--- src/rtl/hdmi_timing_pkg.sv ---
// Shared types and constants for the HDMI video timing controller and its axis counters.
package hdmi_timing_pkg;

    typedef enum logic [1:0] {
        PH_ACT,
        PH_FRONT,
        PH_SYNC,
        PH_BACK
    } t_phase;

    localparam int unsigned CNT_W = 12;

    localparam logic [3:0] CTL_IDLE           = 4'b0000;
    localparam logic [3:0] CTL_VIDEO_PREAMBLE = 4'b0001;

    localparam int unsigned PREAMBLE_LEN = 8;
    localparam int unsigned GUARD_LEN    = 2;

    // Encoder-facing control bundle; delayed as a unit between the two pipeline stages.
    typedef struct packed {
        logic       de;
        logic       hsync;
        logic       vsync;
        logic [3:0] ctrl;
        logic       guard;
        logic       line_start;
        logic       frame_start;
    } t_video_ctl;

    function automatic int unsigned axis_total(input int unsigned active,
                                               input int unsigned fp,
                                               input int unsigned sync,
                                               input int unsigned bp);
        return active + fp + sync + bp;
    endfunction

endpackage

--- src/rtl/timing_axis_counter.sv ---
// One timing axis: a wrapping position counter with its ACT/FRONT/SYNC/BACK phase tracked
// as a registered state alongside it.
module timing_axis_counter
    import hdmi_timing_pkg::*;
#(
    parameter int unsigned ACTIVE = 640,
    parameter int unsigned FP     = 16,
    parameter int unsigned SYNC   = 96,
    parameter int unsigned BP     = 48
) (
    input  logic             pixclk_i,
    input  logic             reset_i,
    input  logic             en_i,
    output logic [CNT_W-1:0] count_o,
    output t_phase           phase_o,
    output logic             wrap_o
);

    localparam int unsigned TOTAL = axis_total(ACTIVE, FP, SYNC, BP);

    localparam logic [CNT_W-1:0] END_ACT  = CNT_W'(ACTIVE - 1);
    localparam logic [CNT_W-1:0] END_FP   = CNT_W'(ACTIVE + FP - 1);
    localparam logic [CNT_W-1:0] END_SYNC = CNT_W'(ACTIVE + FP + SYNC - 1);
    localparam logic [CNT_W-1:0] LAST     = CNT_W'(TOTAL - 1);

    if (TOTAL > 4095) begin : g_total_chk
        $error("timing_axis_counter: total %0d does not fit the 12-bit counter", TOTAL);
    end
    if (ACTIVE == 0 || FP == 0 || SYNC == 0 || BP == 0) begin : g_len_chk
        $error("timing_axis_counter: every phase needs a length of at least 1");
    end

    logic [CNT_W-1:0] count_q, count_d;
    t_phase           phase_q, phase_d;

    always_ff @(posedge pixclk_i) begin
        if (reset_i) begin
            count_q <= '0;
            phase_q <= PH_ACT;
        end else begin
            count_q <= count_d;
            phase_q <= phase_d;
        end
    end

    always_comb begin
        count_d = count_q;
        phase_d = phase_q;
        if (en_i) begin
            count_d = (count_q == LAST) ? '0 : count_q + 1'b1;
            // Phase advances on the last count of the current phase, so it stays aligned with count_q.
            case (phase_q)
                PH_ACT:   if (count_q == END_ACT)  phase_d = PH_FRONT;
                PH_FRONT: if (count_q == END_FP)   phase_d = PH_SYNC;
                PH_SYNC:  if (count_q == END_SYNC) phase_d = PH_BACK;
                PH_BACK:  if (count_q == LAST)     phase_d = PH_ACT;
                default:  phase_d = PH_ACT;
            endcase
        end
    end

    // Terminal count: the counter wraps on the next enabled cycle.
    assign wrap_o  = (count_q == LAST);
    assign count_o = count_q;
    assign phase_o = phase_q;

endmodule

--- src/rtl/hdmi_video_timing_ctrl.sv ---
// HDMI TX video timing: sync/DE generation, video preamble and guard band scheduling,
// and a one-cycle-ahead pixel request to the pixel source.
module hdmi_video_timing_ctrl
    import hdmi_timing_pkg::*;
#(
    parameter int unsigned H_ACTIVE   = 640,
    parameter int unsigned H_FP       = 16,
    parameter int unsigned H_SYNC     = 96,
    parameter int unsigned H_BP       = 48,
    parameter int unsigned V_ACTIVE   = 480,
    parameter int unsigned V_FP       = 10,
    parameter int unsigned V_SYNC     = 2,
    parameter int unsigned V_BP       = 33,
    parameter bit          H_SYNC_POL = 1'b0,
    parameter bit          V_SYNC_POL = 1'b0,
    parameter bit          HDMI_MODE  = 1'b1
) (
    input  logic        i_pixclk,
    input  logic        i_reset,
    output logic        o_pix_req,
    output logic [11:0] o_x,
    output logic [11:0] o_y,
    output logic        o_hsync,
    output logic        o_vsync,
    output logic        o_de,
    output logic [3:0]  o_ctrl,
    output logic        o_guard,
    output logic        o_line_start,
    output logic        o_frame_start
);

    localparam int unsigned H_TOTAL = axis_total(H_ACTIVE, H_FP, H_SYNC, H_BP);

    localparam logic [CNT_W-1:0] PRE_START   = CNT_W'(H_TOTAL - PREAMBLE_LEN - GUARD_LEN);
    localparam logic [CNT_W-1:0] GUARD_START = CNT_W'(H_TOTAL - GUARD_LEN);
    localparam logic [CNT_W-1:0] V_ACT_LINES = CNT_W'(V_ACTIVE);

    localparam t_video_ctl CTL_RESET = '{
        de:          1'b0,
        hsync:       ~H_SYNC_POL,
        vsync:       ~V_SYNC_POL,
        ctrl:        CTL_IDLE,
        guard:       1'b0,
        line_start:  1'b0,
        frame_start: 1'b0
    };

    if (HDMI_MODE && H_BP < PREAMBLE_LEN + GUARD_LEN) begin : g_bp_chk
        $error("hdmi_video_timing_ctrl: H_BP %0d too short for preamble and guard band", H_BP);
    end

    logic [CNT_W-1:0] h_cnt, v_cnt;
    t_phase           h_phase, v_phase;
    logic             h_wrap, v_wrap;

    timing_axis_counter #(
        .ACTIVE (H_ACTIVE),
        .FP     (H_FP),
        .SYNC   (H_SYNC),
        .BP     (H_BP)
    ) u_h_axis (
        .pixclk_i (i_pixclk),
        .reset_i  (i_reset),
        .en_i     (1'b1),
        .count_o  (h_cnt),
        .phase_o  (h_phase),
        .wrap_o   (h_wrap)
    );

    timing_axis_counter #(
        .ACTIVE (V_ACTIVE),
        .FP     (V_FP),
        .SYNC   (V_SYNC),
        .BP     (V_BP)
    ) u_v_axis (
        .pixclk_i (i_pixclk),
        .reset_i  (i_reset),
        .en_i     (h_wrap),
        .count_o  (v_cnt),
        .phase_o  (v_phase),
        .wrap_o   (v_wrap)
    );

    logic             pix_req_q, pix_req_d;
    logic [CNT_W-1:0] x_q, x_d;
    logic [CNT_W-1:0] y_q, y_d;
    t_video_ctl       ctl_s1_q, ctl_s1_d;
    t_video_ctl       ctl_s2_q;
    logic             active;
    logic             next_line_active;

    always_comb begin
        active = (h_phase == PH_ACT) && (v_phase == PH_ACT);
        // Line after the last frame line is line 0, which is always active.
        next_line_active = v_wrap ? 1'b1 : ((v_cnt + 1'b1) < V_ACT_LINES);

        pix_req_d = active;
        x_d       = h_cnt;
        y_d       = v_cnt;

        ctl_s1_d             = CTL_RESET;
        ctl_s1_d.de          = active;
        ctl_s1_d.hsync       = (h_phase == PH_SYNC) ? H_SYNC_POL : ~H_SYNC_POL;
        ctl_s1_d.vsync       = (v_phase == PH_SYNC) ? V_SYNC_POL : ~V_SYNC_POL;
        ctl_s1_d.line_start  = active && (h_cnt == '0);
        ctl_s1_d.frame_start = active && (h_cnt == '0) && (v_cnt == '0);

        if (HDMI_MODE && next_line_active) begin
            if (h_cnt >= GUARD_START) begin
                ctl_s1_d.guard = 1'b1;
            end else if (h_cnt >= PRE_START) begin
                ctl_s1_d.ctrl = CTL_VIDEO_PREAMBLE;
            end
        end
    end

    // Stage 1 carries the request; stage 2 delays the control bundle so DE meets the returned pixel.
    always_ff @(posedge i_pixclk) begin
        if (i_reset) begin
            pix_req_q <= 1'b0;
            x_q       <= '0;
            y_q       <= '0;
            ctl_s1_q  <= CTL_RESET;
            ctl_s2_q  <= CTL_RESET;
        end else begin
            pix_req_q <= pix_req_d;
            x_q       <= x_d;
            y_q       <= y_d;
            ctl_s1_q  <= ctl_s1_d;
            ctl_s2_q  <= ctl_s1_q;
        end
    end

    assign o_pix_req     = pix_req_q;
    assign o_x           = x_q;
    assign o_y           = y_q;
    assign o_de          = ctl_s2_q.de;
    assign o_hsync       = ctl_s2_q.hsync;
    assign o_vsync       = ctl_s2_q.vsync;
    assign o_ctrl        = ctl_s2_q.ctrl;
    assign o_guard       = ctl_s2_q.guard;
    assign o_line_start  = ctl_s2_q.line_start;
    assign o_frame_start = ctl_s2_q.frame_start;

endmodule
--- config.mk ---
export PLATFORM = sky130hd
export DESIGN_NAME = hdmi_video_timing_ctrl
export DESIGN_NICKNAME = d
export VERILOG_FILES = /design/src/rtl/hdmi_timing_pkg.sv /design/src/rtl/timing_axis_counter.sv /design/src/rtl/hdmi_video_timing_ctrl.sv
export SDC_FILE = /design/constraint.sdc
export NUM_CORES = 1
export LEC_CHECK = 0
export BUFFER_PORTS_ARGS = -buffer_cell sky130_fd_sc_hd__buf_2
export CAP_MARGIN = 20
export CORE_MARGIN = 5
export CORE_UTILIZATION = 30
export CTS_BUF_LIST = sky130_fd_sc_hd__clkbuf_4 sky130_fd_sc_hd__clkbuf_8
export DETAILED_ROUTE_END_ITERATION = 8
export HOLD_SLACK_MARGIN = 0.08
export PLACE_DENSITY_LB_ADDON = 0.08
export SLEW_MARGIN = 20
export SYNTH_ARGS = -nofsm -noshare
export SYNTH_HDL_FRONTEND = slang
export SYNTH_SLANG_ARGS = --single-unit
--- constraint.sdc ---
create_clock -name i_pixclk -period 4 [get_ports i_pixclk]
set_clock_uncertainty 0.2 [all_clocks]
set_input_delay 0.8 -clock i_pixclk [delete_from_list [all_inputs] [get_ports i_pixclk]]
set_output_delay 0.8 -clock i_pixclk [all_outputs]
set_load 0.005 [all_outputs]
Word-level counts from Yosys, hierarchy flattened:

Cells that the tools add are included.

* logic and storage cells: 76
* bits in registers: 72
* input bits: 2
* output and inout port bits: 35

* muxes and demuxes: 16
* reduce and logical (&&, ||, !) cells: 12
* $lt $le $gt $ge: 3
* eq/ne operators: 22
* bitwise logic cells: 1
* add/subtract/negate cells: 2

Operators by type and width (count)
* 12-bit by 10-bit equality test with 1-bit output (second input constant): 5
* 12-bit by 9-bit equality test with 1-bit output (second input constant): 3
* 12-bit by 1-bit adder with 12-bit output (second input constant): 2
* 12-bit by 10-bit >= comparator with 1-bit output (second input constant): 2
* 12-bit zero test: 2
* 2-bit 2-to-1 mux: 8
* 2-bit case mux with 4 select lines: 2
* 12-bit by 9-bit less-than comparator with 1-bit output (second input constant): 1
* 12-bit 2-to-1 mux: 1
* 2-bit by 1-bit != test with 1-bit output (second input constant): 6
* 2-bit equality test (second input constant): 4
* 1-bit 2-to-1 mux: 5
* 5-bit AND reduction: 1
* 2-bit by 1-bit equality test with 1-bit output (second input constant): 2
* 2-bit zero test: 2
* 2-bit != test (second input constant): 2
* 4-bit AND reduction: 1
* 2-bit OR reduction: 2
* 1-bit logical AND: 3
* 3-bit OR reduction: 1
* 1-bit NOT: 1

Logic depth before layout (Yosys ltp):

* depth in word-level cells: 5
* depth in mapped cells: 8
* depth with buffers taken out: 7

Cells and area by module:

A second synthesis with hierarchy kept.

* cell total of the unflattened synthesis: 294
* area, all modules: 2865.2 um^2

By module, submodules not included
* hdmi_video_timing_ctrl: sequential area each 760.7 um^2, area each 1219.9 um^2, cells each 109, times used 1
* timing_axis_counter at u_v_axis: sequential area each 280.3 um^2, area each 837.1 um^2, cells each 94, times used 1
* timing_axis_counter at u_h_axis: sequential area each 280.3 um^2, area each 808.3 um^2, cells each 91, times used 1

Least setup slack after synthesis:

OpenSTA, ideal clock, no wires.

* path type: reg2reg
* start point: register u_h_axis.count_q[1], in the netlist u_h_axis.count_o[1]
* end point: register u_v_axis.count_q[9], in the netlist u_v_axis.count_o[9]
* path slack: 1.714 ns
* path buffers: 1
* stages on the path, launching flop included: 7
* clock period less this slack: 2.286 ns
* arrival time: 2.015 ns
* library setup time: 0.071 ns
* data required time: 3.729 ns
* path through: dfxtp_1 -> ha_1 -> nand4_1 -> or4_4 -> buf_6 -> or3_1 -> a21oi_1

* cells in the longest elaborated chain, start to end: 1

Ends and longest elaborated chain
* start, declared: RTL line timing_axis_counter.sv:33 `logic [CNT_W-1:0] count_q, count_d;`
* start signal, assigned: RTL line timing_axis_counter.sv:41 `count_q <= count_d;`
* 12-bit by 10-bit equality test with 1-bit output: RTL line timing_axis_counter.sv:63 `assign wrap_o = (count_q == LAST);`
* end signal, assigned: RTL line timing_axis_counter.sv:41
* end, declared: RTL line timing_axis_counter.sv:33

No other way between the ends.
A chain may end at the register's enable or synchronous reset.

Worst setup path after layout:

* start point: register u_v_axis.count_q[0], in the netlist u_v_axis.count_o[0]
* end point: register u_v_axis.count_q[4], in the netlist u_v_axis.count_o[4]

* cells in the longest elaborated chain, start to end: 2
* elaborated cells between the ends (all ways): 3
* classes of those cells: add/sub (1); eq/ne (1); mux (1)

Ends and longest elaborated chain
* 12-bit by 1-bit adder with 12-bit output / 12-bit by 10-bit equality test with 1-bit output (equally long branches): RTL line timing_axis_counter.sv:50 `count_d = (count_q == LAST) ? '0 : count_q + 1'b1;`
* 12-bit 2-to-1 mux (*): RTL line timing_axis_counter.sv:50

Every way passes the cells marked *; elsewhere a longest branch is shown, timed or not.

==> reports/results.txt <==
Core Util, Final: 35.6%
CTS clk-pin slew, worst paths: 0.08 ns
worst vdd ir: 0.154 mV
Starting Density: 30.5%
crit path capture type: flop
initial antenna violation count: 0
H-tree Lvls: 3
placed insts: 431
setup bufs post-CTS: 0
Tcrit/Tclk final: 68.3%
DR pass1 iterations: 4
CP required: 4.03 ns
initial detailed-routing violation count: 66
FF-to-FF End: u_v_axis.count_o[4]
syn_area_per_cell: 9.21 um^2
CTS resizes: 0
Seq cells post-synth: 66
drt total wl: 6060 um
top cells by area, synth: dfxtp_1 47%, ha_1 6.2%, nor2b_1 5.8%
post-synth top area share: 47.1%
Critical Path Start Type: flop
Routed Antenna Nets: 0
CTS max path bufs: 2
leak pwr: 1.30 nW
critical path data arrival time: 2.76 ns
GRT Residual Overflow: 0
Mapped Cells: 305
Worst Setup SP: u_v_axis.count_o[0]
I/O Pins: 37
Reg area: 1320 um^2
nets: 347
Inserted Diodes: 0
Pwr per Cell Area: 437 nW/um^2
Core ar.: 9200 um^2
fmax: 366 MHz
vias in the first global route: 2011
Die W: 107 um
compound-gate portion of the synthesized area: 8.82%
die height: 107 um
Adder-Cell Fraction of Synth Area: 6.24%
sequential area share after synthesis: 47.1%
filler-free cell count of the finished design: 447
mux contribution to synthesized area: 1.07%
Total Power: 1.43 mW
largest family of logic cells by synthesized area: simple AND/OR/NAND/NOR gates
# DRC: 0
Yosys cell types: 53
Synth area leader: dfxtp_1
I/O Buffers: 33
synthesized area: 2810 um^2
largest net degree at the start of global routing: 48
CTS tree: done
DR WL/cell: 13.5 um
root buf cell: clkbuf_8
layout cells sized above 1: 18.5%
critical path endpoint: u_v_axis.count_o[4]
cts hold-fix bufs: 0
most common cell in the netlist: dfxtp_1
TritonCTS Buffers: 9
placer's final routability congestion estimate: 0.795
Area growth syn-to-layout: 16.7%
CP Class: flop to flop
GRT Resource Usage Total: 11.6%
Post-Synth Simple-Gate Area: 26.2%
final setup violation count: 0
RSZ-0062 raised after global routing: no
maxcap violations: 0
Synth Flop Type: dfxtp_1
Post-synth EDFFs: 0
Hold Fails Final Rpt: 0
post-route setup TNS: 0 ns
post-route minimum period: 2.73 ns
Vias/cell: 4.62
status: finished clean
die area: 11400 um^2
FF-to-FF path depth: 7
worst slew pin tran: 0.862 ns
max-slew violations: 0
CP Max Fanout: 12
DR vias: 2066
FF-to-FF setup slack: 1.27 ns
hpwl dp: 4160 um
FF-to-FF Start: u_v_axis.count_o[0]
Ys Warns: 0
Post-synth top cells: 66 x dfxtp_1, 32 x nor2_1, 26 x nor2b_1
Num Clock Sinks: 66
row cnt: 35
normalized max-slew margin: 42.2%
Layout fillers: 971
Hold/Removal Path Class: flop to flop
first-pass GRT wire length: 10300 um
multi-input logic area: 1330 um^2
Post-Synth XOR/XNOR Area: 4.68%
ys async rst share: 0%
clk_lat worst skew: 0.34 ns
## flip-flops by register name (all words and copies together), names as in the netlist
signal            count
u_v_axis.count_o     12
o_vsync               1
o_frame_start         1
o_line_start          1
u_h_axis.count_o     12
o_de                  1
ctl_s1_q              7
o_x                  12
u_v_axis.phase_o      2
o_ctrl                1
o_guard               1
o_y                  12
u_h_axis.phase_o      2
o_hsync               1
## power breakdown
group | internal [mW] | total, mW | switching [mW]
logic | 0.0223 | 0.0542 | 0.0320
registers | 0.670 | 0.680 | 0.00960
clock network | 0.419 | 0.696 | 0.277
total | 1.11 | 1.43 | 0.318
## cells in the final DEF (no fill, tap or decap), drive strengths merged, types with 9 or more instances in the layout
cell type / synthesis / layout
xnor2: 10 / 10
nor2: 33 / 33
nand2: 15 / 15
nor2b: 26 / 26
clkbuf: 14 / 9
a21oi: 10 / 10
nor3: 10 / 10
o21ai: 9 / 9
dfxtp: 66 / 66
inv: 14 / 15
buf: 8 / 35
ha: 14 / 14
## cells by family (layout without fill, tap and decap cells)
kind of cell    Yosys count  count (layout)
simple gates            131             131
flops                    66              66
compound gates           38              38
buf+inv                  37              66
xor+xnor                 15              15
fa+ha+maj                14              14
mux                       3               3
other cells               1               3
## critical path: stages (launching register included)
cell and delay [ns]:
dfxtp_1 0.37, inv_1 0.14, ha_1 0.15, or4b_2 0.61
nor3_2 0.68, nor2b_1 0.11, o21a_1 0.20, o21a_1 0.17
## how the worst min path moves through the flow
stage / from / slack, ns / depth (start not counted) / to
4_1_cts: ctl_s1_q[8] / 0.22 / 1 / o_hsync
2_1_floorplan: ctl_s1_q[8] / 0.19 / 1 / o_hsync
3_3_place_gp: ctl_s1_q[8] / 0.20 / 1 / o_hsync
5_1_grt: ctl_s1_q[8] / 0.23 / 1 / o_hsync
6_report: ctl_s1_q[8] / 0.21 / 1 / o_hsync
3_5_place_dp: ctl_s1_q[8] / 0.20 / 1 / o_hsync
## metrics by stage
step                setup slack (ns)  cell area, um^2  hold WS [ns]
floorplan                       1.71             2820         0.189
global placement                1.28             3030         0.204
detailed placement              1.25             3030         0.198
CTS                             1.22             3280         0.219
global route                    1.05             3280         0.234
finish                          1.27             3280         0.215
## routing by layer
layer	vias to the layer above	wire, um	track usage, %
met3	9	323	3.85
met2	55	2310	14.8
met1	919	3330	17.3
li1	1083	-	-
met4	0	98	4.66
met5	-	0	0
## area by class of cell
cell class | instances | area share, %
Clock buffer | 9 | 3.78
Clock inverter | 7 | 3.82
Inverter | 15 | 1.72
Multi-Input combinational cell | 204 | 40.6
Sequential cell | 66 | 40.3
Tap cell | 111 | 4.24
Timing Repair Buffer | 35 | 5.50
(Power assumes the default switching activity.)
